### config.mk
export PLATFORM = sky130hd
export DESIGN_NAME = ntt_bf_sequencer
export DESIGN_NICKNAME = d
export VERILOG_FILES = /design/src/rtl/ntt_seq_pkg.sv /design/src/rtl/ntt_bf_sequencer_ntt_wb_delay.sv /design/src/rtl/ntt_bf_sequencer.sv
export SDC_FILE = /design/constraint.sdc
export NUM_CORES = 1
export LEC_CHECK = 0
export CAP_MARGIN = 20
export CORE_ASPECT_RATIO = 1.2
export CORE_MARGIN = 3
export CORE_UTILIZATION = 50
export DETAILED_ROUTE_END_ITERATION = 10
export PLACE_DENSITY = 0.75
export SLEW_MARGIN = 20
export SYNTH_ARGS = -nofsm -noshare
export SYNTH_HDL_FRONTEND = slang
export SYNTH_HIERARCHICAL = 1
export SYNTH_SLANG_ARGS = --single-unit
### constraint.sdc
create_clock -name clk -period 5.1 [get_ports clk]
set_input_delay 1.02 -clock clk [delete_from_list [all_inputs] [get_ports clk]]
set_output_delay 1.02 -clock clk [all_outputs]
set_load 0.02 [all_outputs]
### src/rtl/ntt_seq_pkg.sv
// Shared encodings, sizes and FSM state type for the NTT butterfly sequencer.
// NTT_SEQ_BYPASS_EN additionally makes mode 10 (bypass) a legal start mode.
package ntt_seq_pkg;

  localparam int N      = 256;
  localparam int LAYERS = 7;

  typedef enum logic [1:0] {
    MODE_NTT    = 2'b00,
    MODE_INTT   = 2'b01,
    MODE_BYPASS = 2'b10,
    MODE_IDLE   = 2'b11
  } bf_mode_t;

  typedef enum logic [1:0] {
    S_IDLE,
    S_ISSUE,
    S_DRAIN,
    S_FINISH
  } state_t;

  function automatic logic mode_legal(input logic [1:0] m);
`ifdef NTT_SEQ_BYPASS_EN
    return (m != MODE_IDLE);
`else
    return (m == MODE_NTT) || (m == MODE_INTT);
`endif
  endfunction

endpackage

### src/rtl/ntt_bf_sequencer_ntt_wb_delay.sv
// LAT-deep shift register carrying {valid, addr_a, addr_b} from issue to write-back.
// Reset clears every stage so an aborted transform produces no late writes.
module ntt_wb_delay #(
  parameter int LAT = 7,
  parameter int AW  = 8
) (
  input  logic          clk,
  input  logic          rst_n,
  input  logic          in_vld,
  input  logic [AW-1:0] in_addr_a,
  input  logic [AW-1:0] in_addr_b,
  output logic          out_vld,
  output logic [AW-1:0] out_addr_a,
  output logic [AW-1:0] out_addr_b
);

  logic [LAT-1:0] vld_sr;
  logic [AW-1:0]  a_sr [LAT];
  logic [AW-1:0]  b_sr [LAT];

  always_ff @(posedge clk) begin
    if (!rst_n) begin
      vld_sr <= '0;
      for (int s = 0; s < LAT; s++) begin
        a_sr[s] <= '0;
        b_sr[s] <= '0;
      end
    end else begin
      vld_sr  <= {vld_sr[LAT-2:0], in_vld};
      a_sr[0] <= in_addr_a;
      b_sr[0] <= in_addr_b;
      for (int s = 1; s < LAT; s++) begin
        a_sr[s] <= a_sr[s-1];
        b_sr[s] <= b_sr[s-1];
      end
    end
  end

  assign out_vld    = vld_sr[LAT-1];
  assign out_addr_a = a_sr[LAT-1];
  assign out_addr_b = b_sr[LAT-1];

endmodule

### src/rtl/ntt_bf_sequencer.sv
// Address/twiddle sequencer for a 256-point in-place NTT/INTT, one butterfly pair per cycle.
// Optional bypass mode (pairs 2i/2i+1, single layer) is compiled in with NTT_SEQ_BYPASS_EN.
module ntt_bf_sequencer
  import ntt_seq_pkg::*;
#(
  parameter int LAT = 7
) (
  input  logic       clk,
  input  logic       rst_n,
  input  logic       start,
  input  logic [1:0] mode_i,
  output logic       busy,
  output logic       done,
  output logic       rd_en,
  output logic [7:0] rd_addr_a,
  output logic [7:0] rd_addr_b,
  output logic [6:0] tw_idx,
  output logic [1:0] bf_mode,
  output logic       wr_en,
  output logic [7:0] wr_addr_a,
  output logic [7:0] wr_addr_b
);

  state_t     state;
  logic [1:0] mode_q;
  logic [6:0] i_cnt;
  logic [2:0] layer;
  logic [2:0] sh;          // log2 of the layer half-span
  logic [6:0] k;
  logic [3:0] drain_cnt;

  logic [7:0] i_ext;
  logic [7:0] len_mask;
  logic [3:0] sh_p1;
  logic [7:0] addr_a;
  logic [7:0] addr_b;
  logic       group_end;
  logic       bypass_q;
  logic       last_layer;

`ifdef NTT_SEQ_BYPASS_EN
  assign bypass_q = (mode_q == MODE_BYPASS);
`else
  assign bypass_q = 1'b0;
`endif

  // Inserting a zero bit at position sh gives (i/len)*2*len + (i mod len).
  assign i_ext      = {1'b0, i_cnt};
  assign len_mask   = (8'd1 << sh) - 8'd1;
  assign sh_p1      = {1'b0, sh} + 4'd1;
  assign addr_a     = ((i_ext >> sh) << sh_p1) | (i_ext & len_mask);
  assign addr_b     = addr_a | (8'd1 << sh);
  assign group_end  = ((i_ext & len_mask) == len_mask);
  assign last_layer = bypass_q || (layer == 3'(LAYERS - 1));

  always_ff @(posedge clk) begin
    if (!rst_n) begin
      state     <= S_IDLE;
      mode_q    <= MODE_IDLE;
      i_cnt     <= '0;
      layer     <= '0;
      sh        <= '0;
      k         <= '0;
      drain_cnt <= '0;
      busy      <= 1'b0;
      done      <= 1'b0;
      rd_en     <= 1'b0;
      rd_addr_a <= '0;
      rd_addr_b <= '0;
      tw_idx    <= '0;
      bf_mode   <= MODE_IDLE;
    end else begin
      done  <= 1'b0;
      rd_en <= 1'b0;
      case (state)
        S_IDLE: begin
          busy    <= 1'b0;
          bf_mode <= MODE_IDLE;
          if (start && mode_legal(mode_i)) begin
            state     <= S_ISSUE;
            busy      <= 1'b1;
            bf_mode   <= mode_i;
            mode_q    <= mode_i;
            i_cnt     <= '0;
            layer     <= '0;
            drain_cnt <= '0;
            if (mode_i == MODE_INTT) begin
              sh <= 3'd1;
              k  <= 7'd127;
            end
`ifdef NTT_SEQ_BYPASS_EN
            else if (mode_i == MODE_BYPASS) begin
              sh <= 3'd0;
              k  <= 7'd0;
            end
`endif
            else begin
              sh <= 3'd7;
              k  <= 7'd1;
            end
          end
        end
        S_ISSUE: begin
          rd_en     <= 1'b1;
          rd_addr_a <= addr_a;
          rd_addr_b <= addr_b;
          tw_idx    <= k;
          // k runs on across layer boundaries; only a group end moves it.
          if (group_end && !bypass_q)
            k <= (mode_q == MODE_INTT) ? k - 7'd1 : k + 7'd1;
          i_cnt <= i_cnt + 7'd1;
          if (i_cnt == 7'd127) begin
            state     <= S_DRAIN;
            drain_cnt <= '0;
          end
        end
        S_DRAIN: begin
          drain_cnt <= drain_cnt + 4'd1;
          if (drain_cnt == 4'(LAT - 1)) begin
            if (last_layer) begin
              state <= S_FINISH;
            end else begin
              state <= S_ISSUE;
              layer <= layer + 3'd1;
              sh    <= (mode_q == MODE_INTT) ? sh + 3'd1 : sh - 3'd1;
            end
          end
        end
        S_FINISH: begin
          done  <= 1'b1;
          state <= S_IDLE;
        end
        default: state <= S_IDLE;
      endcase
    end
  end

  ntt_wb_delay #(
    .LAT (LAT),
    .AW  (8)
  ) u_wb_delay (
    .clk        (clk),
    .rst_n      (rst_n),
    .in_vld     (rd_en),
    .in_addr_a  (rd_addr_a),
    .in_addr_b  (rd_addr_b),
    .out_vld    (wr_en),
    .out_addr_a (wr_addr_a),
    .out_addr_b (wr_addr_b)
  );

endmodule

==> flow_summary.yaml <==
synth:
  yosysTopAreaCell: "dfxtp_1"
  ys_async_sr_fraction_pct: 0
  yosys_warnings: 6
  syn-num-nets: 692
  synth_area_um2: 6530
  netlist.area_leader.share_pct: 53.7
  syn_inst: 669
  yosysUniqueCellTypes: 65
  synth_edf_count: 0
  ys_seq_elements: 175
  synth_area_leaders: "dfxtp_1 54%, and2_1 12%, o21ai_0 3.3%"
  ys.flop_type: "dfxtp_1"
  synth-seq-area-share_pct: 53.7
  avgSynthCellArea_um2: 9.76
drt:
  vias_per_cell: 5.22
  drt_iter0_drc: 279
  wl_per_cell_um: 13.6
  wl_um: 11900
  drt_first_pass_iters: 5
  drc_errors: 0
  vias: 4582
  drtAntennaViolNets: 0
timing:
  hold_viol: 0
  relSlewSlack_pct: 41.0
  skew_ns: 0.00641
  finalMaxSlewViolations: 0
  worst_slew_pin_slew_ns: 0.881
  rsz0062_at_grt: "false"
  fmax_mhz: 323
  finalSetupViolations: 0
  fin_tns_setup_ns: 0
  timing.final.crit_period_ns: 3.10
  post-route-period-util_pct: 60.7
die:
  start_util_pct: 51.3
  core_area_um2: 12700
  io_pins: 50
  rows: 45
  die_x_um: 110
  die_h_um: 131
  dieArea_um2: 14500
clock_network:
  cts-root-buf: "clkbuf_16"
  cts_resized: 0
  postCtsHoldBufs: 0
  post-cts-setup-buffers: 0
  htree_levels: 4
  cts_sinks: 175
  clk_latency_ns: 0.42
  cts_tree: "done"
  cts_max_path_buffers: 2
  numCtsBuffers: 17
  clk_pin_slew_ns: 0.06
setup_path:
  reg2reg_depth: 8
  crit_required_ns: 5.41
  crit_path_max_incr_delay_ns: 0.70
  critical_path.top_delay_family: "compound AO/OA/AOI/OAI gates"
  cpMaxStageDelayCell: "dfxtp_1"
  cp_num_cells: 8
  crit_path_end_kind: "register"
  path_buf_inv: 1
  crit_chain: "clkinv_1 > ha_1 > nor4_1 > xnor2_1 > nand4_1 > o21ai_2 > nor2_1 > a311oi_1"
  crit_path_max_fanout: 17
  start_kind: "register"
  crit_type: "reg2reg"
  worstPathArrival_ns: 3.40
outcome:
  status: "finished clean"
layout:
  multi_input_area_um2: 2680
  fin_nets: 724
  fillers: 1109
  final_cell_mix: "175 x dfxtp_1, 122 x and2_1, 48 x nand2_1, 48 x clkdlybuf4s50_1, 43 x o21ai_0"
  final_common_cell: "dfxtp_1"
  antennaDiodeCount: 0
  syn_to_final_growth_pct: 16.6
  fin_util_pct: 59.8
  regArea_um2: 3500
  layout-drive-gt1-share_pct: 7.29
global_route:
  track_usage_pct: 16.9
  antenna_found_initial: 0
  grt_max_degree: 153
  grt_pass1_wl_um: 19400
  grt_pass1_vias: 4133
  gr-total-overflow: 0
hold_path:
  hold_path_depth: 1
  hold_class: "reg2reg"
power_and_ir_drop:
  power.static_leakage_nw: 3.01
  power.density_nw_per_um2: 416
  peakVddDrop_v: 0.000235
placement:
  hpwlAfterDp_um: 7650
  port_buffers: 49
  gp_congestion: 0.880
flow_run:
  drv_cap: 0
[state kept, by name, indices dropped and copies added (netlist names)]
signal / cells
sh: 3
tw_idx: 7
busy: 1
done: 1
u_wb_delay/a_sr: 56
layer: 3
rd_addr_a: 8
u_wb_delay/vld_sr: 7
state: 2
rd_en: 1
i_cnt: 7
rd_addr_b: 8
u_wb_delay/b_sr: 56
drain_cnt: 4
mode_q: 2
k: 7
bf_mode: 2
[through the flow]
stage	hold WS [ns]	std cells	setup slack [ns]	cell area (µm²)	total power, W
2_1_floorplan	0.406	669	2.83	6530	0.00175
3_3_place_gp	0.414	846	2.16	6970	0.00184
3_5_place_dp	0.417	846	2.04	6970	0.00185
4_1_cts	0.432	877	2.03	7610	0.00321
5_1_grt	0.438	877	1.71	7610	0.00330
6_report	0.429	877	2.00	7610	0.00317
[power by group]
part / switching [W] / total (W) / internal, W
logic: 0.000212 / 0.000351 / 0.000139
clock network: 0.000527 / 0.00135 / 0.000822
registers: 0.0000488 / 0.00147 / 0.00142
total: 0.000788 / 0.00317 / 0.00238
[path summary, 6_finish.rpt]
| kind | startpoint | endpoint | slack (ns) |
|---|---|---|---|
| worst max-delay path | sh[0]$_SDFFE_PN0P_ | k[2]$_SDFFE_PN0P_ | 2.00 |
| worst min-delay path | u_wb_delay/a_sr[3][1]$_SDFF_PN0_ | u_wb_delay/a_sr[4][1]$_SDFF_PN0_ | 0.43 |
| worst max register to register | sh[0]$_SDFFE_PN0P_ | k[2]$_SDFFE_PN0P_ | 2.00 |
| worst min register to register | u_wb_delay/a_sr[3][1]$_SDFF_PN0_ | u_wb_delay/a_sr[4][1]$_SDFF_PN0_ | 0.43 |
[final cells by class]
class / instances / share of cell area, %
Sequential cell: 175 / 46.0
Multi-Input combinational cell: 435 / 35.1
Timing Repair Buffer: 53 / 6.86
Clock buffer: 20 / 6.13
Tap cell: 164 / 2.70
Clock inverter: 11 / 2.20
Inverter: 19 / 0.937
[metal layers]
layer	global-route usage, %	vias to the layer above	share of wire [%]
met4	6.23	0	1.5
li1	-	2303	-
met1	19.9	2154	42
met5	0	-	0
met3	5.21	19	4.5
met2	28.4	106	52
[cell usage after synthesis (4+ instances only)]
master	instances
dfxtp_1	175
and2_1	122
nand2_1	48
o21ai_0	43
nor2_1	41
a21oi_1	39
ha_1	16
inv_1	16
buf_6	15
clkbuf_1	14
nand3_1	11
nor3_1	11
nor2b_1	9
buf_2	7
nand2b_1	7
a31oi_1	6
and3_1	5
mux2i_1	5
xnor2_1	5
nor4_1	4
o22ai_1	4
[logic make-up after synthesis]
| group | share of synthesized area [%] |
|---|---|
| and+or+nand+nor | 23.0 |
| DFF | 53.7 |
| AOI/OAI and AO/OA | 12.0 |
| buffers and inverters | 5.42 |
| adders and majority gates | 3.68 |
| xor gates and xnor gates | 0.939 |
| muxes | 1.28 |
Note: power is estimated with default switching activity, not from simulation.
